===== config.mk =====
export PLATFORM = sky130hd
export DESIGN_NAME = fu_completion_arbiter
export DESIGN_NICKNAME = d
export VERILOG_FILES = /design/src/rtl/ooo_pkg.sv /design/src/rtl/completion_fifo.sv /design/src/rtl/fu_completion_arbiter.sv
export SDC_FILE = /design/constraint.sdc
export NUM_CORES = 1
export LEC_CHECK = 0
export ABC_CLOCK_PERIOD_IN_PS = 5180
export BUFFER_PORTS_ARGS = -buffer_cell sky130_fd_sc_hd__buf_2
export CORE_ASPECT_RATIO = 0.75
export CORE_MARGIN = 5
export CORE_UTILIZATION = 55
export DETAILED_ROUTE_END_ITERATION = 10
export GPL_TIMING_DRIVEN = 0
export PLACE_DENSITY_LB_ADDON = 0.15
export SLEW_MARGIN = 20
export SYNTH_ARGS = -nofsm -noshare
export SYNTH_HDL_FRONTEND = slang
export SYNTH_HIERARCHICAL = 1
export SYNTH_SLANG_ARGS = --single-unit

===== constraint.sdc =====
create_clock -name clk -period 5.18 [get_ports clk]
set_clock_uncertainty 0.1 [all_clocks]
set_input_delay 0 -clock clk [delete_from_list [all_inputs] [get_ports clk]]
set_output_delay 0 -clock clk [all_outputs]
set_load 0.01 [all_outputs]

===== src/rtl/ooo_pkg.sv =====
// rtl/ooo_pkg.sv - shared out-of-order core types and widths
package ooo_pkg;

  localparam int INST_ID_W    = 6;
  localparam int FU_COUNT_DEF = 4;

  typedef logic [INST_ID_W-1:0] inst_id_t;

  // Width of an FU index; never below one bit so single-FU builds still have a port
  function automatic int fuc_bits(input int n);
    return (n > 1) ? $clog2(n) : 1;
  endfunction

  localparam int FUC_BITS = fuc_bits(FU_COUNT_DEF);

endpackage


===== src/rtl/completion_fifo.sv =====
// rtl/completion_fifo.sv - per-FU completion FIFO with push/pop/full/empty/count
module completion_fifo #(
  parameter int DEPTH = 4,
  parameter int WIDTH = 6
) (
  input  logic                   i_clk,
  input  logic                   i_rst_n,
  input  logic                   i_push,
  input  logic [WIDTH-1:0]       i_push_data,
  input  logic                   i_pop,
  output logic [WIDTH-1:0]       o_pop_data,
  output logic                   o_full,
  output logic                   o_empty,
  output logic [$clog2(DEPTH):0] o_count
);

  localparam int PW = $clog2(DEPTH);
  localparam int CW = PW + 1;

  logic [WIDTH-1:0] r_mem [DEPTH];
  logic [PW-1:0]    r_head;
  logic [PW-1:0]    r_tail;
  logic [CW-1:0]    r_count;
  logic             w_do_pop;
  logic             w_do_push;

  assign o_full     = (r_count == CW'(DEPTH));
  assign o_empty    = (r_count == '0);
  assign o_count    = r_count;
  assign o_pop_data = r_mem[r_head];

  // A full FIFO still accepts a push when its head leaves in the same cycle
  assign w_do_pop  = i_pop & ~o_empty;
  assign w_do_push = i_push & (~o_full | w_do_pop);

  // Pointer and occupancy update; pointers wrap naturally since DEPTH is a power of two
  always_ff @(posedge i_clk or negedge i_rst_n) begin
    if (!i_rst_n) begin
      r_head  <= '0;
      r_tail  <= '0;
      r_count <= '0;
    end else begin
      if (w_do_push) r_tail <= r_tail + PW'(1);
      if (w_do_pop)  r_head <= r_head + PW'(1);
      case ({w_do_push, w_do_pop})
        2'b10:   r_count <= r_count + CW'(1);
        2'b01:   r_count <= r_count - CW'(1);
        default: r_count <= r_count;
      endcase
    end
  end

  // Storage write; when full, tail equals head and the old head is read before it is overwritten
  always_ff @(posedge i_clk) begin
    if (w_do_push) r_mem[r_tail] <= i_push_data;
  end

endmodule


===== src/rtl/fu_completion_arbiter.sv =====
// rtl/fu_completion_arbiter.sv - round-robin merge of FU completions onto the ROB port; FU_COMPLETION_PERF_EN adds per-FU counters
module fu_completion_arbiter
  import ooo_pkg::*;
#(
  parameter int INST_ID_BITS = INST_ID_W,
  parameter int FU_COUNT     = FU_COUNT_DEF,
  parameter int FIFO_DEPTH   = 4
) (
  input  logic                                   clk,
  input  logic                                   rst,
  input  logic [FU_COUNT-1:0]                    fu_out_valid,
  input  logic [FU_COUNT-1:0][INST_ID_BITS-1:0]  fu_out_inst_id,
  output logic [FU_COUNT-1:0]                    fu_stall,
  output logic                                   rob_complete_valid,
  output logic [INST_ID_BITS-1:0]                rob_complete_inst_id,
  output logic [fuc_bits(FU_COUNT)-1:0]          rob_complete_fu,
  input  logic                                   rob_complete_ready,
  output logic                                   overflow_err
`ifdef FU_COMPLETION_PERF_EN
  , output logic [FU_COUNT-1:0][31:0]            perf_complete_count
`endif
);

  localparam int FB  = fuc_bits(FU_COUNT);
  localparam int FB1 = FB + 1;
  localparam int CW  = $clog2(FIFO_DEPTH) + 1;
  localparam logic [FB:0] FU_N = FB1'(FU_COUNT);

  logic [FU_COUNT-1:0]     w_empty;
  logic [FU_COUNT-1:0]     w_full;
  logic [FU_COUNT-1:0]     w_pop;
  logic [FU_COUNT-1:0]     w_drop;
  logic [FU_COUNT-1:0]     w_rot;
  logic [INST_ID_BITS-1:0] w_head [FU_COUNT];
  logic [CW-1:0]           w_count [FU_COUNT];
  logic                    w_load;
  logic                    w_found;
  logic [FB-1:0]           w_off;
  logic [FB-1:0]           w_grant;
  logic [FB-1:0]           w_rr_next;
  logic [FB:0]             w_sum;
  logic [FB:0]             w_inc;

  logic                    r_valid;
  logic [INST_ID_BITS-1:0] r_id;
  logic [FB-1:0]           r_fu;
  logic [FB-1:0]           r_rr;
  logic                    r_ovf;

  for (genvar g = 0; g < FU_COUNT; g++) begin : g_fu
    completion_fifo #(
      .DEPTH (FIFO_DEPTH),
      .WIDTH (INST_ID_BITS)
    ) u_fifo (
      .i_clk       (clk),
      .i_rst_n     (rst),
      .i_push      (fu_out_valid[g]),
      .i_push_data (fu_out_inst_id[g]),
      .i_pop       (w_pop[g]),
      .o_pop_data  (w_head[g]),
      .o_full      (w_full[g]),
      .o_empty     (w_empty[g]),
      .o_count     (w_count[g])
    );

    // Stall one entry early so a completion already in flight still has a slot
    assign fu_stall[g] = (w_count[g] >= CW'(FIFO_DEPTH - 1));
    assign w_pop[g]    = w_load & w_found & (w_grant == FB'(g));
  end

  assign w_load = ~r_valid | rob_complete_ready;
  assign w_drop = fu_out_valid & w_full & ~w_pop;

  // Rotate occupancy so bit 0 is the FU the round-robin pointer names
  always_comb begin
    w_rot = FU_COUNT'({~w_empty, ~w_empty} >> r_rr);
  end

  // Lowest occupied slot in rotated order is the winner
  always_comb begin
    w_found = 1'b0;
    w_off   = '0;
    for (int k = FU_COUNT - 1; k >= 0; k--) begin
      if (w_rot[k]) begin
        w_found = 1'b1;
        w_off   = FB'(k);
      end
    end
  end

  // Map the rotated offset back to an FU index and pick the pointer after it
  always_comb begin
    w_sum     = {1'b0, r_rr} + {1'b0, w_off};
    w_grant   = (w_sum >= FU_N) ? FB'(w_sum - FU_N) : FB'(w_sum);
    w_inc     = {1'b0, w_grant} + FB1'(1);
    w_rr_next = (w_inc >= FU_N) ? FB'(w_inc - FU_N) : FB'(w_inc);
  end

  // Output register, round-robin pointer and sticky drop flag
  always_ff @(posedge clk or negedge rst) begin
    if (!rst) begin
      r_valid <= 1'b0;
      r_id    <= '0;
      r_fu    <= '0;
      r_rr    <= '0;
      r_ovf   <= 1'b0;
    end else begin
      if (w_load) begin
        r_valid <= w_found;
        if (w_found) begin
          r_id <= w_head[w_grant];
          r_fu <= w_grant;
          r_rr <= w_rr_next;
        end
      end
      if (|w_drop) r_ovf <= 1'b1;
    end
  end

  assign rob_complete_valid   = r_valid;
  assign rob_complete_inst_id = r_id;
  assign rob_complete_fu      = r_fu;
  assign overflow_err         = r_ovf;

`ifdef FU_COMPLETION_PERF_EN
  logic [FU_COUNT-1:0][31:0] r_perf;

  // Count accepted completions per source FU; wraps at 2^32
  always_ff @(posedge clk or negedge rst) begin
    if (!rst) begin
      r_perf <= '0;
    end else if (r_valid && rob_complete_ready) begin
      r_perf[r_fu] <= r_perf[r_fu] + 32'd1;
    end
  end

  assign perf_complete_count = r_perf;
`endif

endmodule


**Word-level counts from Yosys, hierarchy flattened**

Memory sizes are Yosys's and may differ from the RTL's.
Cells that the tools add are included.
W data, S select, Z words.

- Register bits after elaboration: 40
- Latch bits: 0
- Memory bits (writable): 96
- ROM bits: 0
- Output and inout port bits: 14
- Logic and storage cells: 132
- Memories kept: 4

- Add/sub/neg operators: 20
- Multiply operators: 0
- Div/mod/pow operators: 0
- Magnitude comparators: 7
- Equal/unequal tests: 15
- Shift-type cells: 1
- Mux-type cells: 25
- Bitwise gates (word level): 32
- Reduce and logical (&&, ||, !) cells: 11

Memory list:

| memory | depth | bits a word | rd ports | clocked after memory_dff | write ports | RTL line | text |
|---|---|---|---|---|---|---|---|
| g_fu[0].u_fifo.r_mem | 4 | 6 | 1 | 0 | 1 | completion_fifo.sv:20 | `logic [WIDTH-1:0] r_mem [DEPTH];` |
| g_fu[1].u_fifo.r_mem | 4 | 6 | 1 | 0 | 1 | completion_fifo.sv:20 |  |
| g_fu[2].u_fifo.r_mem | 4 | 6 | 1 | 0 | 1 | completion_fifo.sv:20 |  |
| g_fu[3].u_fifo.r_mem | 4 | 6 | 1 | 0 | 1 | completion_fifo.sv:20 |  |

Operator list:

| operator | number |
|---|---|
| $pmux W3 S2 | 4 |
| $add A2 B1 Y2 const B | 8 |
| $and A1 B1 Y1 | 13 |
| $add A3 B1 Y3 const B | 4 |
| $bmux W6 S2 | 1 |
| $eq A2 B2 Y1 const B | 6 |
| $eq A3 B3 Y1 const B | 4 |
| $ge A3 B2 Y1 const B | 4 |
| $logic_not A3 Y1 | 4 |
| $mux W1 | 12 |
| $mux W2 | 6 |
| $mux W6 | 2 |
| $sub A3 B1 Y3 const B | 4 |
| $eq A2 B1 Y1 const B | 5 |
| $ge A3 B3 Y1 const B | 3 |
| $not A1 Y1 | 9 |
| $and A4 B4 Y4 | 2 |
| $not A4 Y4 | 2 |
| $reduce_bool A2 Y1 | 4 |
| $shr A8 B2 Y4 | 1 |
| $or A1 B1 Y1 | 5 |
| $reduce_or A4 Y1 | 1 |
| $sub A2 B1 Y2 const B | 2 |
| $add A2 B1 Y3 const B | 1 |
| other kinds (4) | 4 |

**Longest topological paths before layout**

- Depth after elaboration: 17
- Mapped depth: 18
- Mapped depth without buffers: 17

**By module**

Netlist, hierarchy kept.

Modules (own cells, without submodules):

| module | times used | cells an instance | area an instance (µm²) | seq. area each (µm²) |
|---|---|---|---|---|
| completion_fifo (g_fu[0].u_fifo ...) | 3 | 70 | 1302.5 | 895.9 |
| completion_fifo (g_fu[2].u_fifo) | 1 | 83 | 1377.6 | 895.9 |
| fu_completion_arbiter | 1 | 84 | 878.3 | 300.3 |

**Least setup slack after synthesis**

Ideal clock, no wire load.

- Path kind: reg2reg
- Start point: register g_fu[2].u_fifo.r_count[1]
- End point: register g_fu[2].u_fifo.r_count[1]
- Library setup time: 0.087 ns
- Data arrival time: 3.950 ns
- Required time: 4.993 ns
- Slack: 1.043 ns
- Stages on the path, launching flop included: 18
- Path buffers: 2
- Cell sequence: dfrtp_1 > nor3_1 > nand2b_1 > o221ai_1 > o21ai_0 > o211ai_1 > ha_1 > xor2_1 > xnor2_1 > buf_2 > and2_1 > buf_2 > nand2b_1 > or2_2 > fa_1 > o21ba_2 > o211ai_1 > a22oi_1

- Cells in the longest elaborated chain, start to end: 17

Ends and longest elaborated chain:

| item | RTL line | text |
|---|---|---|
| start, declared | completion_fifo.sv:23 | `logic [CW-1:0] r_count;` |
| start signal, assigned | completion_fifo.sv:46 | `2'b10: r_count <= r_count + CW'(1);` |
| start signal, assigned | completion_fifo.sv:47 | `2'b01: r_count <= r_count - CW'(1);` |
| start signal, assigned | completion_fifo.sv:48 | `default: r_count <= r_count;` |
| $logic_not A3 Y1 * | completion_fifo.sv:28 | `assign o_empty = (r_count == '0);` |
| named net w_empty[2] | fu_completion_arbiter.sv:29 | `logic [FU_COUNT-1:0] w_empty;` |
| $not A4 Y4 * | fu_completion_arbiter.sv:76 | `w_rot = FU_COUNT'({~w_empty, ~w_empty} >> r_rr);` |
| $shr A8 B2 Y4 * | fu_completion_arbiter.sv:76 |  |
| $mux W2 (4 in series) | fu_completion_arbiter.sv:84 | `if (w_rot[k]) begin` |
| $add A2 B2 Y3 | fu_completion_arbiter.sv:93 | `w_sum = {1'b0, r_rr} + {1'b0, w_off};` |
| $ge A3 B3 Y1 / $sub A2 B1 Y2 (equally long branches) | fu_completion_arbiter.sv:94 | `w_grant = (w_sum >= FU_N) ? FB'(w_sum - FU_N) : FB'(w_sum);` |
| $mux W2 | fu_completion_arbiter.sv:94 |  |
| $eq A2 B2 Y1 | fu_completion_arbiter.sv:68 | `assign w_pop[g] = w_load & w_found & (w_grant == FB'(g));` |
| $and A1 B1 Y1 * | fu_completion_arbiter.sv:68 |  |
| named net w_pop[2] | fu_completion_arbiter.sv:31 | `logic [FU_COUNT-1:0] w_pop;` |
| $and A1 B1 Y1 * | completion_fifo.sv:33 | `assign w_do_pop = i_pop & ~o_empty;` |
| $or A1 B1 Y1 | completion_fifo.sv:34 | `assign w_do_push = i_push & (~o_full \| w_do_pop);` |
| $and A1 B1 Y1 | completion_fifo.sv:34 |  |
| $eq A2 B1 Y1 / $eq A2 B2 Y1 (equally long branches) | completion_fifo.sv:45 | `case ({w_do_push, w_do_pop})` |
| $pmux W3 S2 / $reduce_bool A2 Y1 (equally long branches) | n/a |  |

The timed path passes the listed nets; every way through them passes the cells marked *.
A chain may end at the register's enable or synchronous reset.

**Worst setup path after layout**

- Start point: register g_fu[0].u_fifo.r_count[0]
- End point: register g_fu[2].u_fifo.r_count[1]

- Cells in the longest elaborated chain, start to end: 17

Ends and longest elaborated chain:

| item | RTL line |
|---|---|
| start, declared | completion_fifo.sv:23 |
| start signal, assigned | completion_fifo.sv:46 |
| start signal, assigned | completion_fifo.sv:47 |
| start signal, assigned | completion_fifo.sv:48 |
| $logic_not A3 Y1 * | completion_fifo.sv:28 |
| named net w_empty[0] | fu_completion_arbiter.sv:29 |
| $not A4 Y4 * | fu_completion_arbiter.sv:76 |
| $shr A8 B2 Y4 * | fu_completion_arbiter.sv:76 |
| $mux W2 (4 in series) | fu_completion_arbiter.sv:84 |
| $add A2 B2 Y3 | fu_completion_arbiter.sv:93 |
| $ge A3 B3 Y1 / $sub A2 B1 Y2 (equally long branches) | fu_completion_arbiter.sv:94 |
| $mux W2 | fu_completion_arbiter.sv:94 |
| $eq A2 B2 Y1 | fu_completion_arbiter.sv:68 |
| $and A1 B1 Y1 * | fu_completion_arbiter.sv:68 |
| named net w_pop[2] | fu_completion_arbiter.sv:31 |
| $and A1 B1 Y1 * | completion_fifo.sv:33 |
| $or A1 B1 Y1 | completion_fifo.sv:34 |
| $and A1 B1 Y1 | completion_fifo.sv:34 |
| $eq A2 B1 Y1 / $eq A2 B2 Y1 (equally long branches) | completion_fifo.sv:45 |
| $pmux W3 S2 / $reduce_bool A2 Y1 (equally long branches) | n/a |

Marks and branches as above.

==> results.md <==
- Cell Area, Synth: 6163 sq um
- Vias in the first global route: 3,657
- DRC Markers: 0
- Sink Count: 136
- #FFs+latches synth: 136
- Peak supply drop: 0.0003639 V
- Final Cycle Share: 0.9308
- Outcome: complete, no violations
- Launch point of the worst path: g_fu[0].u_fifo/o_count[0]
- CP Data Arrival Time: 5050 ps
- Non-Filler Instances: 624
- Cell variety after synth: 49
- Crit path capture: g_fu[2].u_fifo/o_count[1]
- FMAX: 207.4 MHz
- LEAKAGE: 0.002897 uW
- GRT Overall Usage: 0.1894
- Crit path time final: 4822 ps
- Number of I/O pins: 45
- Critical path peak fanout: 10
- Maxcap violations: 0
- Final Wtd Congestion: 0.8084
- Synth-to-Final Area Change: 21.09%
- Routed Antenna Nets: 0
- Fin. Hold Viols: 0
- HPWL after DPL: 8016 um
- Reg2reg end: g_fu[2].u_fifo/o_count[1]
- Largest net degree at the start of global routing: 41
- Layout cells sized above 1: 0.3251
- GR Overflow Total: 0
- Root Driver: clkbuf_16
- CTS tree: done
- Crit path depth: 16
- Die height: 101.7 um
- Number of flops mapped to enable cells by yosys: 96
- Post-CTS setup buffer count: 0
- Initial antenna violation count: 1
- Nets: 525
- RSZ-0062 raised after global routing: false
- Worst reg-to-reg path cell count: 16
- WL final: 11,670 um
- Hold WC Path Type: in -> async
- Startpoint Class: flip-flop
- Avg WL per Cell: 18.71 um
- Vias per cell: 5.510
- CTS Buf Count: 17
- Cells after DPL: 561
- Max-slew violation count: 0
- Fillers: 703
- Sequential cell area fraction in the yosys report: 0.6301
- Reg2reg start: g_fu[0].u_fifo/o_count[0]
- Slew @ Worst Pin: 969.5 ps
- Post-layout utilization of the core: 0.6821
- Cell area after layout: 7463 sq um
- Max transition margin: 0.3537
- Max Root-Sink Buffers: 2
- Crit path cell chain: nor3_1 > nand2_1 > nand4_1 > o211ai_1 > ha_1 > xor2_1 > xnor2_1 > buf_2 > and2_1 > buf_2 > nand2b_1 > or2_2 > fa_1 > o21ba_2 > o211ai_1 > a22oi_1
- Main flop type after synthesis: edfxtp_1
- Total nets after synthesis: 432
- Warnings from Yosys: 6
- Core Box Area: 10,940 sq um
- Mapped Cells: 377
- Die area: 13,450 sq um
- Dpl cell area: 6559 sq um
- CP max stage cell: nor3_1
- Critical path's largest stage delay: 660 ps
- Setup Total Neg Slack: 0 ps
- Critical path's top delay family: simple AND/OR/NAND/NOR gates
- Worst endpoint required time: 5400 ps
- Worst skew pair latency: 420 ps
- Syn Area/Cell: 16.35 sq um
- R2R setup slack: 360 ps
- Crit. End Element: flip-flop
- Post-synth ARST share: 0.2941
- Worst setup path category: reg -> reg
- Port buffer count: 44
- Power per cell area: 631.3 nW/um^2
- Horiz. Die Dim: 132.2 um
- DRT iter0 DRCs: 264
- Via count: 3,438
- First-pass detailed-route iteration total: 4
- H-tree depth: 4
- Row count: 33
- Finish-stage setup viols: 0
- Starting Density: 0.5633
- Clock Pin Slew Worst Setup and Hold Paths: 60 ps
- First-pass GRT wire length: 19,200 um
- CP bufs+invs: 2
## repair_timing
| item | CTS | global route |
|---|---|---|
| endpoints found under the hold margin | 145 | 0 |
| hold buffers | 30 | 0 |
| resized for setup | 0 | 2 |
| endpoints found under the setup margin | 0 | 3 |
## layer usage
layer,vias up,part of all wire,global-route usage
li1,1595,-,-
met1,1751,0.46,0.2583
met2,75,0.49,0.3003
met3,17,0.040,0.05362
met4,0,0.013,0.06182
met5,-,0,0
## registers in the layout, summed over array words and instances (netlist names)
name / count
rob_complete_inst_id: 6
r_rr: 2
g_fu.u_fifo/r_tail: 8
overflow_err: 1
rob_complete_valid: 1
g_fu.u_fifo/r_mem: 96
rob_complete_fu: 2
g_fu.u_fifo/o_count: 12
g_fu.u_fifo/r_head: 8
## area by class of cell
cell class                 instances  area, sq um  area share
inverter                          26        97.59     0.01308
tap                              140        175.2     0.02347
sequential                       136         3884      0.5204
multi-input combinational        200         2123      0.2845
antenna                            1        2.502   0.0003353
timing repair buffer              74        520.5     0.06974
clock inverter                    14        162.7     0.02179
clock buffer                      18        429.2     0.05750
buffer                            15        68.82    0.009220
## cell usage after synthesis, types with 4 or more instances
cell       n  area share
edfxtp_1  96        0.47
dfrtp_1   40        0.16
mux4_2    30        0.11
inv_1     26       0.016
ha_1      20       0.041
and2_2    16       0.019
nand2_1   15      0.0091
xnor2_1   13       0.018
xor2_1    12       0.017
buf_2     10      0.0081
nor2_1    10      0.0061
mux2_2     8       0.015
nand2b_1   5      0.0051
nand3_1    5      0.0041
nor3_1     5      0.0041
a21o_1     4      0.0049
buf_1      4      0.0024
fa_1       4       0.013
mux2_4     4      0.0097
o21a_4     4      0.0097
or3b_1     4      0.0057
## cells in the final DEF (no fill, tap or decap), types with 5 or more instances in the layout
cell type,Yosys,final
clkbuf_16,0,17
nand3_1,5,5
nand2_1,15,15
xor2_1,12,12
inv_1,26,26
nor2_1,10,10
buf_2,10,54
ha_1,20,20
inv_6,0,5
mux4_2,30,30
mux2_2,8,8
and2_2,16,16
xnor2_1,13,13
nand2b_1,5,5
edfxtp_1,96,96
dfrtp_1,40,40
dlygate4sd3_1,0,30
## power breakdown
part / switching (uW) / total [uW] / internal (uW)
Clock: 472 / 1190 / 721
Sequential: 175 / 1680 / 1510
Combinational: 938 / 1830 / 896
## through the flow
| stage | total power (uW) | setup slack (ps) | hold slack [ps] |
|---|---|---|---|
| detailed placement | 3516 | 247.8 | 109.7 |
| global placement | 3436 | 364.9 | 104.4 |
| floorplan | 3045 | 1043 | -395.6 |
| CTS | 4757 | 159.8 | 218.1 |
| finish | 4711 | 358.5 | 178.1 |
| global route | 5012 | 17.43 | 230.6 |
## cells by family (layout without fill, tap and decap cells)
logic type               count (synthesis)  after routing  share of synthesized area
adder cells (fa/ha/maj)                 24             24                    0.05359
AO/OA/AOI/OAI                           34             34                    0.04811
AND/OR/NAND/NOR                         72             72                    0.06679
other                                    0              1                          0
XOR/XNOR                                25             25                    0.03553
multiplexers                            45             45                     0.1389
flip-flops                             136            136                     0.6301
buffers and inverters                   41            147                    0.02700
## worst min path at each step
stage / startpoint / to / slack, ps / cells after the start
2_1_floorplan: rst / g_fu[0].u_fifo/o_count[0] / -400 / 0
3_3_place_gp: rst / rob_complete_fu[1] / 100 / 1
3_5_place_dp: rst / rob_complete_fu[1] / 110 / 1
4_1_cts: rst / g_fu[0].u_fifo/r_head[1] / 220 / 2
5_1_grt: fu_out_inst_id[6] / g_fu[1].u_fifo/r_mem[3][0] / 230 / 2
6_report: rst / g_fu[0].u_fifo/r_head[1] / 180 / 2
Power figures use the tool's default switching activity.
